--- config.mk ---
export PLATFORM = sky130hd
export DESIGN_NAME = trap_ctrl
export DESIGN_NICKNAME = d
export VERILOG_FILES = /design/src/rtl/trap_pkg.sv /design/src/rtl/trap_prio.sv /design/src/rtl/trap_ctrl.sv
export SDC_FILE = /design/constraint.sdc
export NUM_CORES = 1
export LEC_CHECK = 0
export ABC_AREA = 1
export BUFFER_PORTS_ARGS = -buffer_cell sky130_fd_sc_hd__clkbuf_2
export CAP_MARGIN = 20
export CORE_AREA = 2 2 170 172
export CTS_CLUSTER_DIAMETER = 80
export DETAILED_ROUTE_END_ITERATION = 10
export DIE_AREA = 0 0 172 174
export PLACE_DENSITY_LB_ADDON = 0.3
export SYNTH_ARGS = -nofsm -noshare
export SYNTH_HDL_FRONTEND = slang
export SYNTH_SLANG_ARGS = --single-unit
--- constraint.sdc ---
create_clock -name clk_i -period 2.1 [get_ports clk_i]
set_input_delay 0.42 -clock clk_i [delete_from_list [all_inputs] [get_ports clk_i]]
set_output_delay 0.42 -clock clk_i [all_outputs]
set_load 0.02 [all_outputs]
--- src/rtl/trap_pkg.sv ---
// Shared trap-controller definitions: FSM states, CSR bit
// positions, exception-vector indices and cause codes.
package trap_pkg;

  typedef enum logic [1:0] {
    S_IDLE,
    S_WRITE,
    S_WAIT,
    S_REDIRECT
  } state_t;

  localparam int MIE_BIT  = 3;
  localparam int MPIE_BIT = 7;
  localparam int MPP_LO   = 11;
  localparam int MPP_HI   = 12;

  localparam int MSIE_BIT = 3;
  localparam int MTIE_BIT = 7;
  localparam int MEIE_BIT = 11;

  localparam int EXC_EBREAK = 5;
  localparam int EXC_IMIS   = 4;
  localparam int EXC_ILL    = 3;
  localparam int EXC_ECALL  = 2;
  localparam int EXC_SMIS   = 1;
  localparam int EXC_LMIS   = 0;

  localparam logic [4:0] CAUSE_IMIS  = 5'd0;
  localparam logic [4:0] CAUSE_ILL   = 5'd2;
  localparam logic [4:0] CAUSE_BRK   = 5'd3;
  localparam logic [4:0] CAUSE_LMIS  = 5'd4;
  localparam logic [4:0] CAUSE_SMIS  = 5'd6;
  localparam logic [4:0] CAUSE_ECALL = 5'd11;
  localparam logic [4:0] CAUSE_MSI   = 5'd3;
  localparam logic [4:0] CAUSE_MTI   = 5'd7;
  localparam logic [4:0] CAUSE_MEI   = 5'd11;

  // {meip, mtip, msip} -> mip bits 11/7/3
  function automatic logic [11:0] irq_to_mip(
    input logic [2:0] irq
  );
    logic [11:0] m;
    m           = '0;
    m[MEIE_BIT] = irq[2];
    m[MTIE_BIT] = irq[1];
    m[MSIE_BIT] = irq[0];
    return m;
  endfunction

endpackage

--- src/rtl/trap_prio.sv ---
// Combinational trap cause selection: interrupts first,
// then exceptions in architectural priority order.
module trap_prio
  import trap_pkg::*;
#(
  parameter int XLEN = 32
) (
  input  logic [5:0]      exc_i,
  input  logic [2:0]      irq_i,
  input  logic [2:0]      irq_en_i,
  input  logic            gie_i,
  input  logic [31:0]     inst_i,
  input  logic [XLEN-1:0] badaddr_i,
  output logic            trap_o,
  output logic            is_int_o,
  output logic [XLEN-1:0] cause_o,
  output logic [XLEN-1:0] tval_o
);

  logic [2:0] w_pend;
  logic [4:0] w_code;

  always_comb begin
    w_pend   = irq_i & irq_en_i & {3{gie_i}};
    w_code   = '0;
    tval_o   = '0;
    is_int_o = |w_pend;
    trap_o   = is_int_o | (|exc_i);
    if (w_pend[2]) begin
      w_code = CAUSE_MEI;
    end else if (w_pend[0]) begin
      w_code = CAUSE_MSI;
    end else if (w_pend[1]) begin
      w_code = CAUSE_MTI;
    end else if (exc_i[EXC_EBREAK]) begin
      w_code = CAUSE_BRK;
    end else if (exc_i[EXC_IMIS]) begin
      w_code = CAUSE_IMIS;
      tval_o = badaddr_i;
    end else if (exc_i[EXC_ILL]) begin
      w_code = CAUSE_ILL;
      tval_o = XLEN'(inst_i);
    end else if (exc_i[EXC_ECALL]) begin
      w_code = CAUSE_ECALL;
    end else if (exc_i[EXC_SMIS]) begin
      w_code = CAUSE_SMIS;
      tval_o = badaddr_i;
    end else if (exc_i[EXC_LMIS]) begin
      w_code = CAUSE_LMIS;
      tval_o = badaddr_i;
    end
    cause_o         = '0;
    cause_o[4:0]    = w_code;
    cause_o[XLEN-1] = is_int_o;
  end

endmodule

--- src/rtl/trap_ctrl.sv ---
// Machine-mode trap/MRET sequencer: captures CSR write data,
// stalls the pipeline, then flushes and redirects fetch.
module trap_ctrl
  import trap_pkg::*;
#(
  parameter int XLEN     = 32,
  parameter int TRAP_LAT = 1
) (
  input  logic            clk_i,
  input  logic            rst_i,
  input  logic            valid_i,
  input  logic [XLEN-1:0] pc_i,
  input  logic [31:0]     inst_i,
  input  logic [XLEN-1:0] badaddr_i,
  input  logic [5:0]      exc_i,
  input  logic            mret_i,
  input  logic [2:0]      irq_i,
  input  logic [XLEN-1:0] mie_i,
  input  logic [XLEN-1:0] mstatus_i,
  input  logic [XLEN-1:0] mtvec_i,
  input  logic [XLEN-1:0] mepc_i,
  output logic            stall_o,
  output logic            flush_o,
  output logic            redirect_o,
  output logic [XLEN-1:0] pc_target_o,
  output logic            we_exc_o,
  output logic [XLEN-1:0] mcause_o,
  output logic [XLEN-1:0] mepc_o,
  output logic [XLEN-1:0] mtval_o,
  output logic [XLEN-1:0] mstatus_o,
  output logic [XLEN-1:0] mip_o,
  output logic            is_int_o
);

  localparam logic [1:0] LAT_M1 =
    (TRAP_LAT > 0) ? 2'(TRAP_LAT - 1) : 2'd0;

  state_t          r_state, w_next;
  logic [1:0]      r_cnt;
  logic [XLEN-1:0] r_cause, r_epc, r_tval;
  logic [XLEN-1:0] r_status, r_mip;
  logic            r_is_int, r_mret;

  logic            w_trap, w_is_int;
  logic            w_take, w_ret;
  logic [XLEN-1:0] w_cause, w_tval;
  logic [XLEN-1:0] w_trap_st, w_ret_st;
  logic            w_unused;

  assign w_unused = ^{mie_i, mtvec_i[1:0], pc_i[0]};

  trap_prio #(.XLEN(XLEN)) u_prio (
    .exc_i     (exc_i),
    .irq_i     (irq_i),
    .irq_en_i  ({mie_i[MEIE_BIT], mie_i[MTIE_BIT],
                 mie_i[MSIE_BIT]}),
    .gie_i     (mstatus_i[MIE_BIT]),
    .inst_i    (inst_i),
    .badaddr_i (badaddr_i),
    .trap_o    (w_trap),
    .is_int_o  (w_is_int),
    .cause_o   (w_cause),
    .tval_o    (w_tval)
  );

  assign w_take = valid_i & w_trap;
  assign w_ret  = valid_i & mret_i & ~w_trap;

  always_comb begin
    w_trap_st                 = mstatus_i;
    w_trap_st[MPIE_BIT]       = mstatus_i[MIE_BIT];
    w_trap_st[MIE_BIT]        = 1'b0;
    w_trap_st[MPP_HI:MPP_LO]  = 2'b11;
    w_ret_st                  = mstatus_i;
    w_ret_st[MIE_BIT]         = mstatus_i[MPIE_BIT];
    w_ret_st[MPIE_BIT]        = 1'b1;
  end

  always_comb begin
    w_next = r_state;
    unique case (r_state)
      S_IDLE:
        if (w_take || w_ret) w_next = S_WRITE;
      S_WRITE:
        w_next = (TRAP_LAT == 0) ? S_REDIRECT : S_WAIT;
      S_WAIT:
        if (r_cnt == 2'd0) w_next = S_REDIRECT;
      S_REDIRECT:
        w_next = S_IDLE;
      default:
        w_next = S_IDLE;
    endcase
  end

  always_ff @(posedge clk_i) begin
    if (!rst_i) begin
      r_state  <= S_IDLE;
      r_cnt    <= '0;
      r_cause  <= '0;
      r_epc    <= '0;
      r_tval   <= '0;
      r_status <= '0;
      r_mip    <= '0;
      r_is_int <= 1'b0;
      r_mret   <= 1'b0;
    end else begin
      r_state <= w_next;
      r_mip   <= XLEN'(irq_to_mip(irq_i));
      if (r_state == S_IDLE && w_take) begin
        r_cause  <= w_cause;
        r_epc    <= {pc_i[XLEN-1:1], 1'b0};
        r_tval   <= w_tval;
        r_status <= w_trap_st;
        r_is_int <= w_is_int;
        r_mret   <= 1'b0;
      end else if (r_state == S_IDLE && w_ret) begin
        // MRET leaves mcause/mtval as they were
        r_epc    <= mepc_i;
        r_status <= w_ret_st;
        r_is_int <= 1'b0;
        r_mret   <= 1'b1;
      end
      if (r_state == S_WRITE) begin
        r_cnt <= LAT_M1;
      end else if (r_state == S_WAIT && r_cnt != 2'd0) begin
        r_cnt <= r_cnt - 2'd1;
      end
    end
  end

  assign stall_o    = (r_state != S_IDLE);
  assign we_exc_o   = (r_state == S_WRITE);
  assign redirect_o = (r_state == S_REDIRECT);
  assign flush_o    = (r_state == S_REDIRECT);
  assign pc_target_o = !redirect_o ? '0 :
                       r_mret ? mepc_i :
                       {mtvec_i[XLEN-1:2], 2'b00};
  assign mcause_o   = r_cause;
  assign mepc_o     = r_epc;
  assign mtval_o    = r_tval;
  assign mstatus_o  = r_status;
  assign mip_o      = r_mip;
  assign is_int_o   = r_is_int;

endmodule

* Word level (Yosys, flattened, before mapping) *
Cells that the tools add are included.

storage, ports and cells
  flip-flop bits (word level) = 140
  bits of input ports = 237
  output and inout bits = 197
  word-level logic and storage cells = 69

operators by class
  add/sub/neg operators = 1
  equality and inequality tests = 5
  muxes and demuxes = 29
  bitwise operators = 8
  reduce and logical (&&, ||, !) cells = 14

operators with widths
  operator             number
  $mux 32              15
  $mux 5               8
  $pmux 2 s4           1
  $and 3x3->3          2
  $reduce_bool 2->1    3
  $reduce_or 6->1      1
  $eq 2x2->1 const B   2
  $logic_not 2->1      2
  $mux 2               2
  $ne 2x2->1 const B   2
  $reduce_or 2->1      2
  $and 1x1->1          3
  $logic_and 1x1->1    3
  $mux 3               1
  $reduce_or 3->1      1
  $eq 2x1->1 const B   1
  $mux 1               2
  $not 1->1            2
  $reduce_and 2->1     1
  $sub 2x1->2 const B  1
  $logic_or 1x1->1     1
  $or 1x1->1           1

* Logic depth before layout (Yosys ltp) *
Gate-level depths: netlist of the first run.

  word-level depth = 9
  gate-level depth with buffers = 11

* Cells and area by module *
A second synthesis of the first run with hierarchy kept.

unflattened totals
  cells, all modules = 1,041
  area, all modules = 7,001.7 um^2

by module, submodules not included
  module     times used  cells an instance  area each (um^2)
  trap_ctrl  1           878                6,025.8
  trap_prio  1           163                975.9

* Least setup slack after synthesis of the first run *
No wires, ideal clock.

  path type = register to output
  start = reg r_mret
  end = out pc_target_o[1]
  arrival = 1.494 ns
  required time = 1.680 ns
  setup slack = 0.186 ns
  stages on the path, launching flop included = 5
  buffers on the path = 2
  cells stage by stage = dfxtp_1 clkbuf_1 clkinv_1 clkbuf_1 nor3_1

between the ends
  word-level cells in the longest chain between the ends = 2

ends and longest elaborated chain
  element                 line              source
  start, declared         trap_ctrl.sv:42   logic r_is_int, r_mret;
  start signal, assigned  trap_ctrl.sv:105  r_mret <= 1'b0;
  start signal, assigned  trap_ctrl.sv:115  r_mret <= 1'b0;
  start signal, assigned  trap_ctrl.sv:121  r_mret <= 1'b1;
  $mux 32                 trap_ctrl.sv:136  r_mret ? mepc_i :
  $mux 32                 trap_ctrl.sv:135  assign pc_target_o = !redirect_o ? '0 :
  end, declared           trap_ctrl.sv:25   output logic [XLEN-1:0] pc_target_o,

Every way passes these cells.

* Worst setup path after layout of the first run *
  start = reg r_state[0]
  end = out stall_o

between the ends
  word-level cells in the longest chain between the ends = 1

ends and longest elaborated chain
  element                 line              source
  start, declared         trap_ctrl.sv:38   state_t r_state, w_next;
  start signal, assigned  trap_ctrl.sv:107  r_state <= w_next;
  $reduce_bool 2->1       trap_ctrl.sv:131  assign stall_o = (r_state != S_IDLE);
  end, declared           trap_ctrl.sv:22   output logic stall_o,

Every way passes these cells.

==> impl_metrics.yaml, run 1 <==
logic_synthesis:
  ys.flop_type: "dfxtp_1"
  synth_cell_type_count: 30
  synthSimpleGateAreaFrac_pct: 28.5
  synth.yosys.warnings: 0
  synth_fa_ha_area_share_pct: 1.08
  synth_top_family_by_area: "simple AND/OR/NAND/NOR gates"
  synth_mux_area_share_pct: 0
  synth.ff_latch_count: 110
  syn_inst: 822
  synth_compound_area_share_pct: 16.3
  avgSynthCellArea_um2: 7.04
  syn_area_mm2: 0.00579
  ys_seq_area_share_pct: 38.0
  synth_enable_flop_cells: 0
  synth_xor_area_share_pct: 0
  synth_async_sr_flop_share_pct: 0
sta:
  max_freq_ghz: 0.492
  rsz0062_at_grt: "true"
  tightestPinTransition_ns: 0.749
  hold_viol_final: 0
  fin_crit_ns: 2.03
  fin_skew_ns: 0.0112
  slew_viol_final: 0
  setup_violations: 0
  slew_headroom_pct: 49.9
  timing.setup.tns_ns: 0
  period_share_pct: 96.8
  whs_ns: 0.247
power:
  power_density_mw_per_mm2: 941
  p_total_mw: 7.61
  peakVddDrop_v: 0.000371
  power.leakage_nw: 4.28
clock_tree:
  hold_buffers: 0
  post_cts_buffers: 0
  cts.sinks: 110
  path_clk_slew_ns: 0.09
  cts_tree: "done"
  insertion_delay_ns: 0.36
  clockBufferDepth: 2
  numCtsBuffers: 9
  h-tree-depth: 3
  cts_root_buf: "clkbuf_16"
floorplanning:
  io_pins: 434
  die-height_um: 174
  die_x_um: 172
  initial_core_util_pct: 20.5
  die-area_mm2: 0.0299
  rows: 62
  core_mm2: 0.0282
layout:
  fin_area_mm2: 0.00809
  nets: 1387
  drive_above_1_share_pct: 37.7
  synthToLayoutAreaGrowth_pct: 39.7
  n_antenna_cell: 0
  regArea_mm2: 0.00220
  fill_cells: 3190
  multi_input_area_mm2: 0.00288
  final_core_util_pct: 28.6
route:
  antenna_left: 0
  wire_per_inst_um: 14.3
  vias_per_cell: 4.07
  drt_iter0_markers: 285
  vias: 6237
  routed_wl_um: 22000
  drcViolationCount: 0
  dr.pass1.iters: 5
global_routing:
  grt_pass1_vias: 5648
  antenna_found_initial: 0
  overflow: 0
  grt_use_total_pct: 14.0
  grt_max_degree: 41
  grt_pass1_wl_um: 32300
worst_setup_path:
  path_class: "reg2out"
  critical_path_arrival_ns: 1.61
  r2r_start: "r_state[0]"
  cp_max_fo: 40
  worstSetupStartpoint: "r_state[0]"
  start_kind: "flip-flop"
  required_ns: 1.68
  r2r_end: "mepc_o[6]"
  critPathCaptureType: "primary output"
  reg2reg_depth: 9
  r2r_setup_slack_ns: 0.24
placement:
  numPortBuffers: 345
  gp_congestion: 0.776
  postPlaceCellArea_mm2: 0.00771
  place_hpwl_um: 16800
min_path:
  holdPathStages: 3
  hold_end: "mepc_o[22]"
  hp-start: "pc_i[22]"
  hp-class: "in2reg"
run:
  drv_cap: 0
run_status:
  status: "completed"
==> layer usage <==
layer / up-vias / GRT usage (%) / part of all wire [%]
met5: - / 0 / 0
met4: 0 / 3.12 / 1.1
met3: 10 / 3.05 / 6.0
met2: 212 / 25.1 / 51
met1: 2816 / 17.0 / 42
li1: 3199 / - / -
==> cell usage in the layout (no fill, tap or decap), drive strengths merged <==
cell / instances
clkbuf: 352
nor2: 186
nand2: 144
dfxtp: 110
o21ai: 102
conb: 56
inv: 54
nand4: 38
a22oi: 32
buf: 25
nand3: 24
a21oi: 13
ha: 5
clkinv: 4
bufinv: 2
nor3: 1
o21bai: 1
a41oi: 1
==> metrics by stage <==
stage                     cells  setup slack [ns]
after CTS                  1534            0.0135
after floorplan             877             0.186
final                      1534            0.0675
after global routing       1534           -0.0296
after detailed placement   1518           -0.0106
after global placement     1518            0.0318
==> power by group <==
part           switching, mW  leakage [nW]  internal [mW]
Clock                  0.910         0.167           1.08
Sequential             0.188         0.901           2.45
Combinational           2.02          3.21          0.963
Total                   3.11          4.28           4.50
==> cells by family (layout without fill, tap and decap cells) <==
group                      Yosys count  count (layout)
DFF                                110             110
AOI/OAI and AO/OA                  149             149
and+or+nand+nor                    393             393
other                                1              56
buffers and inverters              164             437
adders and majority gates            5               5
==> layout make-up <==
cell class	count	share of cell area [%]
clock buffers	9	2.78
clock inverters	7	1.44
inverters	53	2.52
multi-input cells	603	35.7
flip-flops and latches	110	27.2
well taps	384	5.94
repair buffers	368	24.4
==> sequential cells by signal, summed over array words and instances, names as in the netlist <==
register and flops:
r_state 2, r_mret 1, is_int_o 1, mcause_o 5, r_cnt 2, mtval_o 32
mip_o 3, mstatus_o 32, mepc_o 32
==> worst max path at each step <==
stage,end,slack [ns],cells past startpoint
floorplan,pc_target_o[1],0.19,4
global placement,mepc_o[21],0.03,11
detailed placement,mepc_o[6],-0.01,11
CTS,pc_target_o[5],0.01,5
global route,stall_o,-0.03,5
finish,stall_o,0.07,5
==> worst max-delay path, stage by stage (launching register included) <==
cell      delay, ns
dfxtp_1        0.36
inv_1          0.11
ha_2           0.28
buf_8          0.27
inv_1          0.07
clkbuf_2       0.16
==> cells in the mapped netlist (8+ instances only) <==
master	n	area [um2]
buf_4	63	473
o21ai_2	30	263
nand3_1	21	105
nand2_1	140	526
a22oi_1	32	240
buf_6	8	90.1
inv_1	48	180
buf_2	10	50.1
clkbuf_1	27	101
dfxtp_1	110	2200
nand4_1	38	238
o21ai_0	67	335
nor2_1	182	683
a21oi_1	13	65.1
==> what timing repair did <==
action                     4_1_cts  5_1_grt
setup endpoints to repair       25       19
resized for setup                6        7
pin swaps                        0        1
(Power assumes the default switching activity.)
==> run 2, diff against run 1 <==
--- a/config.mk
+++ b/config.mk
@@ -8,10 +8,10 @@
 export ABC_AREA = 1
 export BUFFER_PORTS_ARGS = -buffer_cell sky130_fd_sc_hd__clkbuf_2
 export CAP_MARGIN = 20
-export CORE_AREA = 2 2 170 172
+export CORE_AREA = 2 2 167 169
 export CTS_CLUSTER_DIAMETER = 80
 export DETAILED_ROUTE_END_ITERATION = 10
-export DIE_AREA = 0 0 172 174
+export DIE_AREA = 0 0 169 171
 export PLACE_DENSITY_LB_ADDON = 0.3
 export SYNTH_ARGS = -nofsm -noshare
 export SYNTH_HDL_FRONTEND = slang
==> constraint.sdc (replaced) <==
create_clock -name clk_i -period 1.72 [get_ports clk_i]
set_input_delay 0.344 -clock clk_i [delete_from_list [all_inputs] [get_ports clk_i]]
set_output_delay 0.344 -clock clk_i [all_outputs]
set_load 0.02 [all_outputs]
==> run 2 against run 1 <==
Net effect:
- critical path depth is 1 higher
- non-clock buffer count is 28 higher
- clock skew hardly changed
- global-route usage is 0.62 points higher
- clock power is 16% higher
- power is 27% higher
- setup slack worse by 0.16 ns
- sequential power is 22% higher
- combinational power is 38% higher
- the run now ends with negative setup slack left
- highest routed layer unchanged
==> impl_metrics.yaml, run 2 (same netlist as run 1, synthesis figures left out) <==
run_status:
  status: "finished, violations left"
  failed_checks: "negative setup slack"
power:
  p_int_mw: 5.72
  p_sw_share_pct: 40.7
  power_density_mw_per_mm2: 1140
  power_frac_seq_pct: 33.5
  p_sw_mw: 3.93
  power.leakage_nw: 4.46
  p_clk_share_pct: 23.9
  peakVddDrop_v: 0.000518
  pwr-share-comb_pct: 42.6
layout:
  layout_commonest_cell: "clkbuf_2"
  layout_common_cells: "313 x clkbuf_2, 180 x nor2_1, 140 x nand2_1"
  drive_above_1_share_pct: 40.4
  multi_input_area_mm2: 0.00295
  nets: 1415
  final_core_util_pct: 31.0
  regArea_mm2: 0.00221
  fin_area_mm2: 0.00848
  fill_cells: 3030
  synthToLayoutAreaGrowth_pct: 46.4
worst_setup_path:
  worstSetupStartpoint: "r_state[0]"
  cp_num_cells: 6
  reg2reg_depth: 9
  critical_path_arrival_ns: 1.47
  cp_max_fo: 8
  cpLargestDelayFamily: "buffers and inverters"
  r2r_start: "r_state[1]"
  crit_chain: "ha_4 -> buf_12 -> buf_8 -> o21ai_1 -> nor2_1 -> buf_4"
  start_kind: "flip-flop"
  crit_buf_inv: 3
  required_ns: 1.38
  cp_slowest_cell: "dfxtp_4"
  critPathMaxStageDelay_ns: 0.38
  path_class: "reg2out"
  critPathCaptureType: "primary output"
sta:
  period_share_pct: 105
  setup_violations: 20
  whs_ns: 0.175
  slew_headroom_pct: 50.8
  fin_crit_ns: 1.81
  final.setup.worst_slack_ns: -0.0939
  slew_viol_final: 0
  fin_skew_ns: 0.0111
  max_freq_ghz: 0.551
  tightestPinTransition_ns: 0.735
  hold_viol_final: 0
  rsz0062_at_grt: "true"
clock_tree:
  clockBufferDepth: 2
  numCtsBuffers: 9
  h-tree-depth: 3
  insertion_delay_ns: 0.36
  hold_buffers: 0
  cts_tree: "done"
  cts.sinks: 110
  path_clk_slew_ns: 0.09
  cts_root_buf: "clkbuf_16"
min_path:
  holdPathStages: 3
  hp-class: "in2reg"
  hp-start: "pc_i[13]"
route:
  drt_iter0_markers: 300
  wire_per_inst_um: 14.6
  drcViolationCount: 0
  antenna_left: 0
  routed_wl_um: 22300
  vias_per_cell: 4.18
  vias: 6386
  dr.pass1.iters: 5
floorplanning:
  die-area_mm2: 0.0289
  die_x_um: 169
  initial_core_util_pct: 21.2
  core_mm2: 0.0273
  rows: 61
  io_pins: 434
  die-height_um: 171
run:
  drv_cap: 0
placement:
  numPortBuffers: 345
  postPlaceCellArea_mm2: 0.00793
  place_hpwl_um: 17100
  gp_congestion: 0.761
global_routing:
  grt_pass1_vias: 5904
  grt_pass1_wl_um: 32700
  grt_max_degree: 45
  overflow: 0
  antenna_found_initial: 1
  grt_use_total_pct: 14.6
==> run 2: cell types whose count changed in the layout (fill, tap and decap cells not counted), moves of 3 or more <==
cell,change
a21oi_1,-5
dfxtp_4,+3
o21ai_0,-17
buf_12,+5
buf_6,+8
buf_4,+42
a21oi_2,+5
o21ai_2,+4
clkbuf_2,-30
o21ai_1,+13
clkbuf_4,+4
==> run 2: worst min-delay path, delay by kind of cell <==
| kind | cells | cell delay, ns |
|---|---|---|
| and+or+nand+nor | 2 | 0.09 |
| buffers and inverters | 1 | 0.07 |
==> run 2: path summary, 6_finish.rpt <==
path | slack, ns | endpoint
hold / removal | 0.17 | mepc_o[13]
setup reg to reg | 0.10 | mtval_o[15]
setup / recovery | -0.09 | pc_target_o[16]
hold reg to reg | 0.46 | mcause_o[31]
==> run 2: area by class of cell <==
class | instances | share of cell area, %
Multi-Input combinational cell | 603 | 34.8
Timing Repair Buffer | 396 | 27.8
Sequential cell | 110 | 26.1
Tap cell | 346 | 5.11
Clock buffer | 10 | 2.82
Inverter | 53 | 2.42
Clock inverter | 6 | 0.886
Antenna cell | 2 | 0.0590
==> run 2: metal layers <==
metal | vias to the layer above | track usage [%] | wire length [um]
li1 | 3262 | - | -
met1 | 2866 | 17.5 | 9440
met2 | 241 | 26.9 | 11300
met3 | 17 | 2.94 | 1300
met4 | 0 | 3.53 | 301
met5 | - | 0 | 0
==> run 2: timing repair <==
action,in CTS,in global routing
pin swaps,7,11
endpoints found under the setup margin,34,44
setup buffers,4,1
gates resized for setup,54,55
==> run 2: power groups by stage <==
stage	Sequential (mW)	Clock (mW)	Combinational [mW]
4_1_cts	3.23	2.42	4.10
3_5_place_dp	3.27	0	3.95
5_1_grt	3.29	2.49	4.50
3_3_place_gp	3.26	0	3.94
2_1_floorplan	3.77	0	1.89
6_report	3.23	2.30	4.12
==> run 2: through the flow <==
step,setup WS [ns],power [mW],instances,setup TNS [ns]
2_1_floorplan,0.0330,5.66,877,0
3_3_place_gp,-0.232,7.20,1503,-13.41
3_5_place_dp,-0.274,7.22,1503,-15.01
4_1_cts,-0.109,9.75,1523,-2.23
5_1_grt,-0.137,10.3,1524,-2.97
6_report,-0.0939,9.65,1526,-1.02
